[src/rtl/cmd_packet_sequencer_if.sv]
// Host-side byte stream and command-bus outputs of cmd_packet_sequencer.
// The DUT connects through slave; the host side, or a bench, uses master.
interface cmd_packet_sequencer_if #(
    parameter int unsigned DEPTH = 8
);
    localparam int unsigned LW = $clog2(DEPTH) + 1;

    logic [7:0]    in_data;
    logic          in_valid;
    logic          in_ready;
    logic [7:0]    out_byte;
    logic          busy;
    logic          drop_pulse;
    logic [LW-1:0] level;

    modport master (
        output in_data, in_valid,
        input  in_ready, out_byte, busy, drop_pulse, level
    );

    modport slave (
        input  in_data, in_valid,
        output in_ready, out_byte, busy, drop_pulse, level
    );
endinterface

[src/rtl/cmd_packet_sequencer.sv]
// Buffers host command bytes and replays only fully buffered packets onto the command bus.
// Parameter bytes go out back to back, and idle cycles follow each packet.
module cmd_packet_sequencer #(
    parameter int unsigned DEPTH      = 8,
    parameter int unsigned GAP_CYCLES = 1
) (
    input logic                   clk,
    input logic                   rst_n,
    cmd_packet_sequencer_if.slave bus
);
    localparam int unsigned PW = $clog2(DEPTH);
    localparam int unsigned LW = PW + 1;
    localparam int unsigned GW = (GAP_CYCLES > 1) ? $clog2(GAP_CYCLES) : 1;

    typedef enum logic [1:0] {StIdle, StSend, StGap} state_e;

    logic [7:0]    mem [DEPTH];
    logic [PW-1:0] wr_ptr_q, rd_ptr_q;
    logic [LW-1:0] level_q, level_d;
    logic          push, pop;
    logic [7:0]    head;
    logic          head_bad;
    logic [2:0]    head_len;

    state_e        state_q, state_d;
    logic [1:0]    rem_q, rem_d;
    logic [GW-1:0] gap_q, gap_d;
    logic [7:0]    out_q, out_d;
    logic          drop_q, drop_d;

    assign bus.in_ready   = (level_q != LW'(DEPTH));
    assign push           = bus.in_valid & bus.in_ready;
    assign head           = mem[rd_ptr_q];
    assign bus.out_byte   = out_q;
    assign bus.drop_pulse = drop_q;
    assign bus.level      = level_q;
    assign bus.busy       = (level_q != '0) || (state_q != StIdle);

    always_comb begin
        head_bad = 1'b0;
        head_len = 3'd4;
        if (!head[7] || head[6:5] == 2'b00) begin
            head_bad = 1'b1;
            head_len = 3'd1;
        end else if (head[6:5] == 2'b01) begin
            head_len = (head[4:0] == 5'h1f) ? 3'd1 : 3'd2;
        end
    end

    always_comb begin
        level_d = level_q;
        unique case ({push, pop})
            2'b10:   level_d = level_q + LW'(1);
            2'b01:   level_d = level_q - LW'(1);
            default: level_d = level_q;
        endcase
    end

    // Storage is not reset; only the pointers and the count define what is valid.
    always_ff @(posedge clk) begin
        if (push) begin
            mem[wr_ptr_q] <= bus.in_data;
        end
    end

    always_ff @(posedge clk or negedge rst_n) begin
        if (!rst_n) begin
            wr_ptr_q <= '0;
            rd_ptr_q <= '0;
            level_q  <= '0;
        end else begin
            if (push) wr_ptr_q <= wr_ptr_q + PW'(1);
            if (pop)  rd_ptr_q <= rd_ptr_q + PW'(1);
            level_q <= level_d;
        end
    end

    always_comb begin
        state_d = state_q;
        rem_d   = rem_q;
        gap_d   = gap_q;
        out_d   = 8'h00;
        drop_d  = 1'b0;
        pop     = 1'b0;
        unique case (state_q)
            StIdle: begin
                if (level_q != '0) begin
                    if (head_bad) begin
                        pop    = 1'b1;
                        drop_d = 1'b1;
                    end else if (level_q >= LW'(head_len)) begin
                        pop     = 1'b1;
                        out_d   = head;
                        rem_d   = 2'(head_len - 3'd1);
                        gap_d   = '0;
                        state_d = (head_len == 3'd1) ? StGap : StSend;
                    end
                end
            end
            StSend: begin
                // Every parameter byte is already buffered, so the FIFO cannot run dry here.
                pop   = 1'b1;
                out_d = {3'b100, head[4:0]};
                rem_d = rem_q - 2'd1;
                if (rem_q == 2'd1) begin
                    state_d = StGap;
                end
            end
            StGap: begin
                if (gap_q == GW'(GAP_CYCLES - 1)) begin
                    gap_d   = '0;
                    state_d = StIdle;
                end else begin
                    gap_d = gap_q + GW'(1);
                end
            end
            default: state_d = StIdle;
        endcase
    end

    always_ff @(posedge clk or negedge rst_n) begin
        if (!rst_n) begin
            state_q <= StIdle;
            rem_q   <= '0;
            gap_q   <= '0;
            out_q   <= 8'h00;
            drop_q  <= 1'b0;
        end else begin
            state_q <= state_d;
            rem_q   <= rem_d;
            gap_q   <= gap_d;
            out_q   <= out_d;
            drop_q  <= drop_d;
        end
    end
endmodule

[src/flat_wrapper.sv]
// flat-port wrapper written by rule: the top's interface ports become plain ports
module cmd_packet_sequencer_flat 
#(
    parameter int unsigned DEPTH      = 8,
    parameter int unsigned GAP_CYCLES = 1
)
  (clk, rst_n, bus_in_data, bus_in_valid, bus_in_ready, bus_out_byte, bus_busy, bus_drop_pulse, bus_level);
  cmd_packet_sequencer_if #(.DEPTH(DEPTH)) bus_i ();
  input logic clk;
  input logic rst_n;
  input wire logic [$bits(bus_i.in_data)-1:0] bus_in_data;
  input wire logic [$bits(bus_i.in_valid)-1:0] bus_in_valid;
  output wire logic [$bits(bus_i.in_ready)-1:0] bus_in_ready;
  output wire logic [$bits(bus_i.out_byte)-1:0] bus_out_byte;
  output wire logic [$bits(bus_i.busy)-1:0] bus_busy;
  output wire logic [$bits(bus_i.drop_pulse)-1:0] bus_drop_pulse;
  output wire logic [$bits(bus_i.level)-1:0] bus_level;
  assign bus_i.in_data = bus_in_data;
  assign bus_i.in_valid = bus_in_valid;
  assign bus_in_ready = bus_i.in_ready;
  assign bus_out_byte = bus_i.out_byte;
  assign bus_busy = bus_i.busy;
  assign bus_drop_pulse = bus_i.drop_pulse;
  assign bus_level = bus_i.level;
  cmd_packet_sequencer #(.DEPTH(DEPTH), .GAP_CYCLES(GAP_CYCLES)) u_core (.clk(clk), .rst_n(rst_n), .bus(bus_i));
endmodule
[config.mk]
export PLATFORM = sky130hd
export DESIGN_NAME = cmd_packet_sequencer_flat
export DESIGN_NICKNAME = d
export VERILOG_FILES = /design/src/rtl/cmd_packet_sequencer_if.sv /design/src/rtl/cmd_packet_sequencer.sv /design/src/flat_wrapper.sv
export SDC_FILE = /design/constraint.sdc
export NUM_CORES = 1
export LEC_CHECK = 0
export BUFFER_PORTS_ARGS = -buffer_cell sky130_fd_sc_hd__buf_4
export CORE_AREA = 2 2 59 117
export DETAILED_ROUTE_END_ITERATION = 7
export DIE_AREA = 0 0 61 119
export PLACE_DENSITY = 0.76
export RECOVER_POWER = 100
export SYNTH_ARGS = -nofsm -noshare
export SYNTH_HDL_FRONTEND = slang
export SYNTH_SLANG_ARGS = --single-unit
[constraint.sdc]
create_clock -name clk -period 4.17 [get_ports clk]
set_input_delay 0.834 -clock clk [delete_from_list [all_inputs] [get_ports clk]]
set_output_delay 0.834 -clock clk [all_outputs]
set_load 0.01 [all_outputs]
==> results of run 1 <==
power by group through the flow:
stage	Clock, mW	Combinational (mW)	Sequential, mW
floorplan	0	1.04	1.27
global placement	0	1.38	1.29
detailed placement	0	1.40	1.30
CTS	0.794	1.43	1.28
global route	0.827	1.54	1.30
finish	0.781	1.38	1.28
state kept, by name, indices dropped and copies added (netlist names):
signal	cells
u_core.mem	64
u_core.bus.level	4
u_core.rem_q	2
u_core.bus.drop_pulse	1
u_core.wr_ptr_q	3
u_core.bus.out_byte	8
u_core.state_q	2
u_core.rd_ptr_q	3
metal layers:
| metal | up-vias | share of wire, % |
|---|---|---|
| met5 | - | 0 |
| met3 | 13 | 2.9 |
| li1 | 880 | - |
| met2 | 36 | 53 |
| met4 | 0 | 2.8 |
| met1 | 953 | 41 |
area by class of cell:
type                       count  area, um^2  area share, %
clock inverter                 7        70.1           1.68
timing repair buffer          31         151           3.62
clock buffer                   9         225           5.39
multi-input combinational    111        1100           26.3
inverter                       7        26.3          0.629
tap                           88         110           2.63
sequential                    87        2500           59.8
cells in the mapped netlist:
cell type / instances / area (um^2)
a211o_1: 2 / 17.5
a211oi_2: 1 / 12.5
a21boi_4: 2 / 37.5
a21o_1: 1 / 7.51
a21oi_1: 4 / 20.0
a21oi_4: 1 / 16.3
a31oi_1: 1 / 6.26
and2_1: 2 / 12.5
and3_1: 1 / 6.26
and4_4: 1 / 11.3
buf_2: 2 / 10.0
buf_6: 3 / 33.8
dfrtp_1: 23 / 576
edfxtp_1: 64 / 1920
fa_1: 1 / 20.0
ha_1: 9 / 113
inv_1: 7 / 26.3
mux2_2: 3 / 33.8
mux2_4: 1 / 15.0
mux2i_1: 5 / 50.1
mux2i_2: 1 / 13.8
mux2i_4: 1 / 22.5
mux4_1: 2 / 52.6
mux4_2: 14 / 315
nand2_1: 12 / 45.0
nand2b_1: 4 / 25.0
nand3_1: 4 / 20.0
nor2_1: 18 / 67.6
nor3_1: 4 / 20.0
nor4_1: 2 / 12.5
nor4_2: 1 / 12.5
o21ai_0: 2 / 10.0
o221ai_1: 1 / 8.76
o22ai_1: 1 / 6.26
or2_2: 1 / 6.26
or2b_1: 1 / 7.51
xnor2_1: 3 / 26.3
xor2_1: 4 / 35.0
layout by cell type (no fill, tap or decap), types with 2 or more instances in the layout:
| cell type | n |
|---|---|
| clkinv_2 | 2 |
| mux2i_2 | 4 |
| buf_4 | 5 |
| xnor2_1 | 3 |
| nor2_1 | 18 |
| clkbuf_1 | 25 |
| o21ai_0 | 2 |
| nor3_1 | 4 |
| inv_1 | 7 |
| mux2i_1 | 2 |
| nand3_1 | 4 |
| mux4_1 | 2 |
| mux2_2 | 3 |
| ha_1 | 9 |
| a211o_1 | 2 |
| clkbuf_16 | 9 |
| a21boi_4 | 2 |
| nor4_1 | 2 |
| inv_6 | 2 |
| a21oi_1 | 4 |
| mux4_2 | 14 |
| nand2_1 | 12 |
| edfxtp_1 | 64 |
| nand2b_1 | 4 |
| xor2_1 | 4 |
| dfrtp_1 | 22 |
kinds of logic after synthesis:
logic type	count (synthesis)	synth area share [%]
flops	87	68.4
simple gates	51	6.75
mux	27	13.8
compound gates	16	3.90
buf+inv	12	1.92
fa+ha+maj	10	3.63
xor+xnor	7	1.68
metrics by stage:
stage | hold slack (ps) | cells | util [%]
detailed placement | 524 | 324 | 61.4
floorplan | 461 | 210 | -
global placement | 495 | 324 | 61.4
global route | 547 | 340 | 64.7
finish | 517 | 340 | 64.7
CTS | 391 | 340 | 66.0
how the worst max path moves through the flow:
stage / slack [ps] / end
floorplan: 340 / u_core.bus.level[3]$_DFFE_PN0P_
global placement: 240 / u_core.bus.level[3]$_DFFE_PN0P_
detailed placement: 190 / u_core.bus.level[3]$_DFFE_PN0P_
CTS: 90 / u_core.bus.level[3]$_DFFE_PN0P_
global route: 20 / u_core.bus.level[3]$_DFFE_PN0P_
finish: 220 / u_core.bus.level[3]$_DFFE_PN0P_
repair_timing:
action	CTS	global route
hold buffers	0	0
resized for setup	0	8
hold endpoints to repair	0	0
setup endpoints to repair	0	1
worst register-to-register path, cell delays in order (launching register included):
cell and delay (ps):
dfrtp_1 390, buf_4 210, mux4_2 520, mux2i_2 220, nor4_2 100, a211o_1 300, ha_1 170, a211o_1 270
a31oi_2 170, and2_4 190, a21boi_4 70, ha_1 250, ha_1 280, a21o_1 170, a21oi_2 150, xnor2_1 140
nor2_1 70, xor2_1 150
==> impl_metrics.json, run 1 <==
{
  "critPathBufInv": 1,
  "syn_to_final_growth_pct": 14.4,
  "drv_cap": 1,
  "rr_startpoint": "u_core.rd_ptr_q[1]$_DFFE_PN0P_",
  "grt_busiest_layer": "met2",
  "clock-root-buffer": "clkbuf_16",
  "slew_headroom_pct": -4.84,
  "die_y_um": 119,
  "grt-ovfl-total": 0,
  "rr_endpoint": "u_core.bus.level[3]$_DFFE_PN0P_",
  "tightest_slew_ps": 1560,
  "end_kind": "flip-flop",
  "hold_path_end": "u_core.bus.drop_pulse$_DFF_PN0_",
  "hold_depth": 1,
  "antenna_cells": 0,
  "place_congestion": 0.780,
  "place_area_um2": 3970,
  "cts_setup_buffers": 0,
  "p_total_mw": 3.44,
  "drt_pass1_iterations": 4,
  "netSwitchingFraction_pct": 34.5,
  "core_um2": 6460,
  "internal-power_mw": 2.25,
  "skew_ps": 5.34,
  "dieArea_um2": 7260,
  "min-delay-start": "u_core.state_q[0]$_DFFE_PN0P_",
  "yosysUniqueCellTypes": 38,
  "yosysSeqAreaShare_pct": 68.4,
  "drive_gt1_share_pct": 21.4,
  "drt-vias-per-instance": 5.54,
  "vias": 1882,
  "fp.dieW_um": 61,
  "power_leakage_nw": 1.53,
  "grt_use_met3_pct": 6.19,
  "crit_start": "u_core.rd_ptr_q[1]$_DFFE_PN0P_",
  "rsz0062_at_grt": "no",
  "grt_pass1_vias": 1901,
  "r2r_cells": 17,
  "path_cells": "buf_4 -> mux4_2 -> mux2i_2 -> nor4_2 -> a211o_1 -> ha_1 -> a211o_1 -> a31oi_2 -> and2_4 -> a21boi_4 -> ha_1 -> ha_1 -> a21o_1 -> a21oi_2 -> xnor2_1 -> nor2_1 -> xor2_1",
  "switchingPower_mw": 1.19,
  "grt_use_met1_pct": 26.5,
  "arrival_ps": 4160,
  "failed_checks": "max-capacitance violations, max-slew violations",
  "required_ps": 4380,
  "status": "finished, violations left",
  "path_delay_family": "compound AO/OA/AOI/OAI gates",
  "synth_nets": 231,
  "fin_nets": 268,
  "antenna_found_initial": 0,
  "seqPwrFrac_pct": 37.1,
  "synth_area_per_cell_um2": 17.4,
  "powerDensity_nw_per_um2": 823,
  "cts_tree": "done",
  "combPwrFrac_pct": 40.1,
  "place_ws_ps": 186,
  "drcViolationCount": 0,
  "synth_warnings": 0,
  "cts_max_level": 3,
  "netlist_area_um2": 3650,
  "grt_pass1_wl_um": 10100,
  "dr.first_iter.drc_count": 78,
  "critPathKind": "reg2reg",
  "met2_usage_pct": 31.7,
  "reg2reg_slack_ps": 220,
  "ir_worst_vdd_uv": 586,
  "cts.sinks": 87,
  "n_fill_cell": 474,
  "grt_use_total_pct": 20.6,
  "tns_ps": 0,
  "setup_viol": 0,
  "clk_pin_slew_ps": 60,
  "clk_path_buf_depth": 2,
  "fmax_ghz": 0.253,
  "start_util_pct": 56.5,
  "slowest_delay_ps": 520,
  "port_buffers": 25,
  "slew_violations": 9,
  "cp-start-kind": "flip-flop",
  "rows": 42,
  "hp-class": "reg2reg",
  "ant_nets": 0,
  "dp_hpwl_um": 4330,
  "cts_buffers": 9,
  "crit_cells": 17,
  "worst_path_most_repeated_cell": "ha_1",
  "syn_inst": 210,
  "min_period_ps": 3950,
  "worstSkewPairLatency_ps": 340,
  "path_max_fanout": 6,
  "clockPowerShare_pct": 22.7,
  "fin_crit_sh_pct": 94.6,
  "synth_seq_cells": 87,
  "pin_count": 26,
  "wl_per_cell_um": 19.2,
  "grt_max_degree": 24,
  "cpMaxStageDelayCell": "mux4_2",
  "routed_wirelength_um": 6530,
  "fin_area_um2": 4180,
  "setup_slack_ps": 224,
  "finalHoldViolCount": 0
}
Power figures use the tool's default switching activity.
==> run 2: changes to the inputs <==
--- a/config.mk
+++ b/config.mk
@@ -6,10 +6,10 @@
 export NUM_CORES = 1
 export LEC_CHECK = 0
 export BUFFER_PORTS_ARGS = -buffer_cell sky130_fd_sc_hd__buf_4
-export CORE_AREA = 2 2 59 117
+export CORE_AREA = 2 2 62 123
 export DETAILED_ROUTE_END_ITERATION = 7
-export DIE_AREA = 0 0 61 119
-export PLACE_DENSITY = 0.76
+export DIE_AREA = 0 0 64 125
+export PLACE_DENSITY = 0.73
 export RECOVER_POWER = 100
 export SYNTH_ARGS = -nofsm -noshare
 export SYNTH_HDL_FRONTEND = slang
==> constraint.sdc (replaced) <==
create_clock -name clk -period 3.31 [get_ports clk]
set_input_delay 0.662 -clock clk [delete_from_list [all_inputs] [get_ports clk]]
set_output_delay 0.662 -clock clk [all_outputs]
set_load 0.01 [all_outputs]
==> run 2 against run 1 <==
Effect of this change: the run ends with max-capacitance violations, max-slew violations, negative setup slack left; critical path type unchanged; register-to-register slack worse by 670 ps; flip-flop and latch count did not move; final cell count is 10% higher; highest routed layer unchanged; critical path depth is 1 lower; sequential share of layout area fell by 5.1 points; total power up 46%; via count is 6.4% higher; hold slack lost 5.7 ps; global-route usage fell by 0.88 points; clock skew increased by 5.2 ps; maximum frequency is 4.9% higher.
==> impl_metrics.json, run 2 (synthesis results as in run 1) <==
{
  "status": "finished, violations left",
  "failed_checks": "max-capacitance violations, max-slew violations, negative setup slack",
  "fp.dieW_um": 64,
  "fin_crit_sh_pct": 114,
  "die_y_um": 125,
  "core_um2": 7100,
  "slew_violations": 1,
  "hp-class": "reg2reg",
  "rows": 44,
  "required_ps": 3530,
  "routed_wirelength_um": 7070,
  "path_max_fanout": 6,
  "ant_nets": 0,
  "powerDensity_nw_per_um2": 1100,
  "grt_use_total_pct": 19.7,
  "hold_buffers": 0,
  "wl_per_cell_um": 18.9,
  "tns_ps": -1050,
  "grt-ovfl-total": 0,
  "vias": 2003,
  "min_period_ps": 3760,
  "skew_ps": 10.5,
  "path_delay_family": "compound AO/OA/AOI/OAI gates",
  "slew_headroom_pct": -0.332,
  "finalHoldViolCount": 0,
  "arrival_ps": 3980,
  "syn_to_final_growth_pct": 25.0,
  "cts_tree": "done",
  "path_cells": "clkbuf_16 -> mux4_2 -> mux2_4 -> a211o_1 -> ha_2 -> a211o_1 -> a31oi_2 -> and2_4 -> a21boi_4 -> ha_4 -> ha_4 -> a21o_1 -> a21oi_2 -> xnor2_1 -> nor2_1 -> xor2_1",
  "final_common_cell": "edfxtp_1",
  "grt_pass1_wl_um": 11200,
  "grt_max_degree": 24,
  "drcViolationCount": 0,
  "grt_pass1_vias": 2066,
  "cpMaxStageDelayCell": "mux4_2",
  "cts_buffers": 9,
  "largest_register_ffs": 64,
  "ir_worst_vdd_uv": 718,
  "fin_nets": 298,
  "p_total_mw": 5.04,
  "end_kind": "flip-flop",
  "dr.first_iter.drc_count": 102,
  "place_ws_ps": -494,
  "clock-root-buffer": "clkbuf_16",
  "power_leakage_nw": 1.69,
  "drive_gt1_share_pct": 33.7,
  "drt-vias-per-instance": 5.36,
  "place_congestion": 0.764,
  "antenna_cells": 0,
  "drt_pass1_iterations": 4,
  "clk_path_buf_depth": 2,
  "setup_viol": 3,
  "drv_cap": 1,
  "dp_hpwl_um": 4520,
  "dieArea_um2": 8000,
  "fmax_ghz": 0.266,
  "cp-start-kind": "flip-flop",
  "worstSkewPairLatency_ps": 340,
  "n_fill_cell": 515,
  "cts.sinks": 87,
  "antenna_found_initial": 0,
  "slowest_delay_ps": 510,
  "setup_slack_ps": -451,
  "critPathBufInv": 1,
  "port_buffers": 25,
  "rsz0062_at_grt": "yes",
  "tightest_slew_ps": 1490,
  "final_cell_mix": "64 x edfxtp_1, 33 x buf_4, 25 x clkbuf_1",
  "postLayoutCoreUtil_pct": 64.3,
  "critPathKind": "reg2reg",
  "cts_max_level": 3,
  "clk_pin_slew_ps": 60,
  "start_util_pct": 51.4,
  "largest_register": "u_core.mem",
  "pin_count": 26,
  "holdWs_ps": 511
}
[run 2: cell count changes in the layout (fill, tap and decap cells not counted), sizes merged]
cell,delta
buf,+29
clkbuf,+1
clkinv,-1
inv,+1
[run 2: path summary, 6_finish.rpt]
check	from	to	slack, ps	cells past startpoint
min in group asynchronous	rst_n	u_core.bus.out_byte[7]$_DFF_PN0_	560	1
worst min-delay path	u_core.state_q[0]$_DFFE_PN0P_	u_core.bus.drop_pulse$_DFF_PN0_	510	1
worst max-delay path	u_core.rd_ptr_q[1]$_DFFE_PN0P_	u_core.bus.level[3]$_DFFE_PN0P_	-450	16
worst min register to register	u_core.state_q[0]$_DFFE_PN0P_	u_core.bus.drop_pulse$_DFF_PN0_	510	1
max in group asynchronous	rst_n	u_core.rd_ptr_q[1]$_DFFE_PN0P_	1950	1
worst max register to register	u_core.rd_ptr_q[1]$_DFFE_PN0P_	u_core.bus.level[3]$_DFFE_PN0P_	-450	16
[run 2: metal layers]
metal	track usage [%]	wire (um)	share of wire, %
met1	25.0	2840	40
met2	31.4	3810	54
met3	5.58	273	3.9
met4	8.57	139	2.0
met5	0	0	0
[run 2: where the power goes]
| part | leakage [nW] | switching (mW) | internal (mW) |
|---|---|---|---|
| Combinational | 0.683 | 1.13 | 1.29 |
| Clock | 0.146 | 0.409 | 0.585 |
| Sequential | 0.862 | 0.173 | 1.45 |
| Total | 1.69 | 1.71 | 3.33 |
[run 2: cell type report]
| type | instances | area (um^2) | share of cell area, % |
|---|---|---|---|
| flip-flops and latches | 87 | 2500 | 54.7 |
| multi-input cells | 111 | 1220 | 26.8 |
| repair buffers | 61 | 407 | 8.90 |
| clock buffers | 9 | 225 | 4.93 |
| well taps | 92 | 115 | 2.52 |
| clock inverters | 7 | 68.8 | 1.51 |
| inverters | 7 | 28.8 | 0.630 |
[run 2: per-stage QoR]
stage,area [um^2],instances
after global routing,4570,374
after detailed placement,4160,346
after global placement,4160,346
final,4570,374
after CTS,4620,370
after floorplan,3700,210
[run 2: what timing repair did]
| item | in CTS | in global routing |
|---|---|---|
| gates cloned | 1 | 0 |
| pin swaps | 4 | 4 |
| gates resized for setup | 20 | 3 |
| hold endpoints to repair | 0 | 0 |
| setup buffers | 7 | 4 |
| setup endpoints to repair | 7 | 8 |
==> run 3: changes to the inputs <==
==> constraint.sdc (replaced) <==
create_clock -name clk -period 3 [get_ports clk]
set_input_delay 0.6 -clock clk [delete_from_list [all_inputs] [get_ports clk]]
set_output_delay 0.6 -clock clk [all_outputs]
set_load 0.01 [all_outputs]
==> run 3 against run 2 <==
Effect of this change: the run ends with negative setup slack left; count of clock-buffer cells in the layout did not move; sequential share of layout area fell by 0.28 points; register-to-register slack worse by 290 ps; critical path depth is 1 higher; via count is 1.3% higher; total power up 13%; non-clock buffer count is 3 higher; sequential power grew 9.9%; flip-flop and latch count stayed put; first-iteration DRC count is 0.98% lower; worst setup slack lost 290 ps; largest cell class unchanged.
==> impl_metrics.json, run 3 (synthesis results as in run 1) <==
{
  "largest_register_ffs": 64,
  "setup_slack_ps": -745,
  "core_um2": 7100,
  "failed_checks": "negative setup slack",
  "finalHoldViolCount": 0,
  "grt-ovfl-total": 0,
  "p_total_mw": 5.68,
  "cts_buffers": 9,
  "place_ws_ps": -732,
  "min_period_ps": 3750,
  "status": "finished, violations left",
  "fin_crit_sh_pct": 125,
  "placedCellCount": 350,
  "place_congestion": 0.781,
  "powerDensity_nw_per_um2": 1240,
  "place_area_um2": 4180,
  "rr_startpoint": "u_core.rd_ptr_q[1]$_DFFE_PN0P_",
  "antenna_cells": 0,
  "grt_use_total_pct": 19.7,
  "antenna_found_initial": 0,
  "power_leakage_nw": 1.69,
  "min-delay-start": "u_core.state_q[0]$_DFFE_PN0P_",
  "cp-start-kind": "flip-flop",
  "fmax_ghz": 0.267,
  "fin_area_um2": 4590,
  "rsz0062_at_grt": "yes",
  "drv_cap": 0,
  "dieArea_um2": 8000,
  "hold_path_end": "u_core.bus.drop_pulse$_DFF_PN0_",
  "critPathKind": "reg2reg",
  "grt_pass1_vias": 2170,
  "cts.sinks": 87,
  "required_ps": 3220,
  "worstSkewPairLatency_ps": 340,
  "drcViolationCount": 0,
  "largest_register": "u_core.mem",
  "drt-vias-per-instance": 5.38,
  "hold_buffers": 0,
  "port_buffers": 25,
  "ant_nets": 0,
  "final_common_cell": "edfxtp_1",
  "holdWs_ps": 514,
  "arrival_ps": 3960,
  "pin_count": 26,
  "die_y_um": 125,
  "clk_path_buf_depth": 2,
  "drt_pass1_iterations": 4,
  "reg2reg_slack_ps": -750,
  "drive_gt1_share_pct": 35.1,
  "clk_pin_slew_ps": 60,
  "rows": 44,
  "hold_depth": 1,
  "skew_ps": 5.20,
  "vias": 2030,
  "hp-class": "reg2reg",
  "rr_endpoint": "u_core.bus.level[3]$_DFFE_PN0P_",
  "syn_to_final_growth_pct": 25.6,
  "slew_headroom_pct": 14.1,
  "slew_violations": 0,
  "fp.dieW_um": 64,
  "path_max_fanout": 6,
  "r2r_cells": 17,
  "tightest_slew_ps": 1290,
  "wl_per_cell_um": 19.1,
  "ir_worst_vdd_uv": 896,
  "final_cell_mix": "64 x edfxtp_1, 31 x clkbuf_1, 23 x buf_4, 23 x dfrtp_1, 16 x mux4_2",
  "final_cells": 377,
  "tns_ps": -3050,
  "fin_nets": 301,
  "grt_max_degree": 24,
  "grt_pass1_wl_um": 11400,
  "dp_hpwl_um": 4640,
  "cts_max_level": 3,
  "clock-root-buffer": "clkbuf_16",
  "end_kind": "flip-flop",
  "postLayoutCoreUtil_pct": 64.6,
  "setup_viol": 11,
  "routed_wirelength_um": 7200,
  "start_util_pct": 51.4,
  "cts_tree": "done",
  "dr.first_iter.drc_count": 101
}
[run 3: area by class of cell]
class | instances | area (um^2)
tap | 92 | 115
fill | 527 | 2510
multi-input combinational | 111 | 1260
clock buffer | 9 | 225
timing repair buffer | 64 | 410
clock inverter | 7 | 46.3
sequential | 87 | 2500
inverter | 7 | 28.8
[run 3: worst max path at each step]
stage / cells past startpoint / startpoint / to / slack [ps]
final: 17 / u_core.rd_ptr_q[1]$_DFFE_PN0P_ / u_core.bus.level[3]$_DFFE_PN0P_ / -750
after global routing: 17 / u_core.rd_ptr_q[1]$_DFFE_PN0P_ / u_core.bus.level[3]$_DFFE_PN0P_ / -890
after CTS: 16 / u_core.rd_ptr_q[1]$_DFFE_PN0P_ / u_core.bus.level[3]$_DFFE_PN0P_ / -690
after detailed placement: 17 / u_core.rd_ptr_q[1]$_DFFE_PN0P_ / u_core.bus.level[3]$_DFFE_PN0P_ / -730
after global placement: 18 / u_core.rd_ptr_q[1]$_DFFE_PN0P_ / u_core.bus.level[3]$_DFFE_PN0P_ / -620
after floorplan: 17 / u_core.rd_ptr_q[1]$_DFFE_PN0P_ / u_core.bus.level[3]$_DFFE_PN0P_ / -610
[run 3: power breakdown]
part           leakage [nW]  internal (mW)  total (mW)  switching [mW]
clock                 0.140          0.561       0.996           0.435
combinational         0.687           1.54        2.90            1.37
sequential            0.863           1.59        1.78           0.190
[run 3: worst max-delay path, cell delays in order, from the launching register on]
cell	delay, ps
dfrtp_1	380
buf_6	160
mux4_2	530
mux2i_4	220
nor4_4	90
a211o_1	270
ha_2	180
a211o_1	270
a31oi_2	200
and2_4	190
a21boi_4	60
ha_4	180
ha_4	210
a21o_1	200
a21oi_4	130
xnor2_1	130
nor2_1	80
xor2_1	130
[run 3: per-layer routing]
metal  up-vias  routed length (um)  GRT usage (%)
met1      1034                2780           24.2
met3        15                 216           4.86
li1        946                   -              -
met2        35                3990           32.5
met5         -                   0              0
met4         0                 215           8.70
[run 3: repair_timing]
action / 4_1_cts / 5_1_grt
cloned: 0 / 0
gates resized for setup: 24 / 14
setup buffers: 9 / 5
endpoints found under the setup margin: 18 / 18
pin swaps: 5 / 9
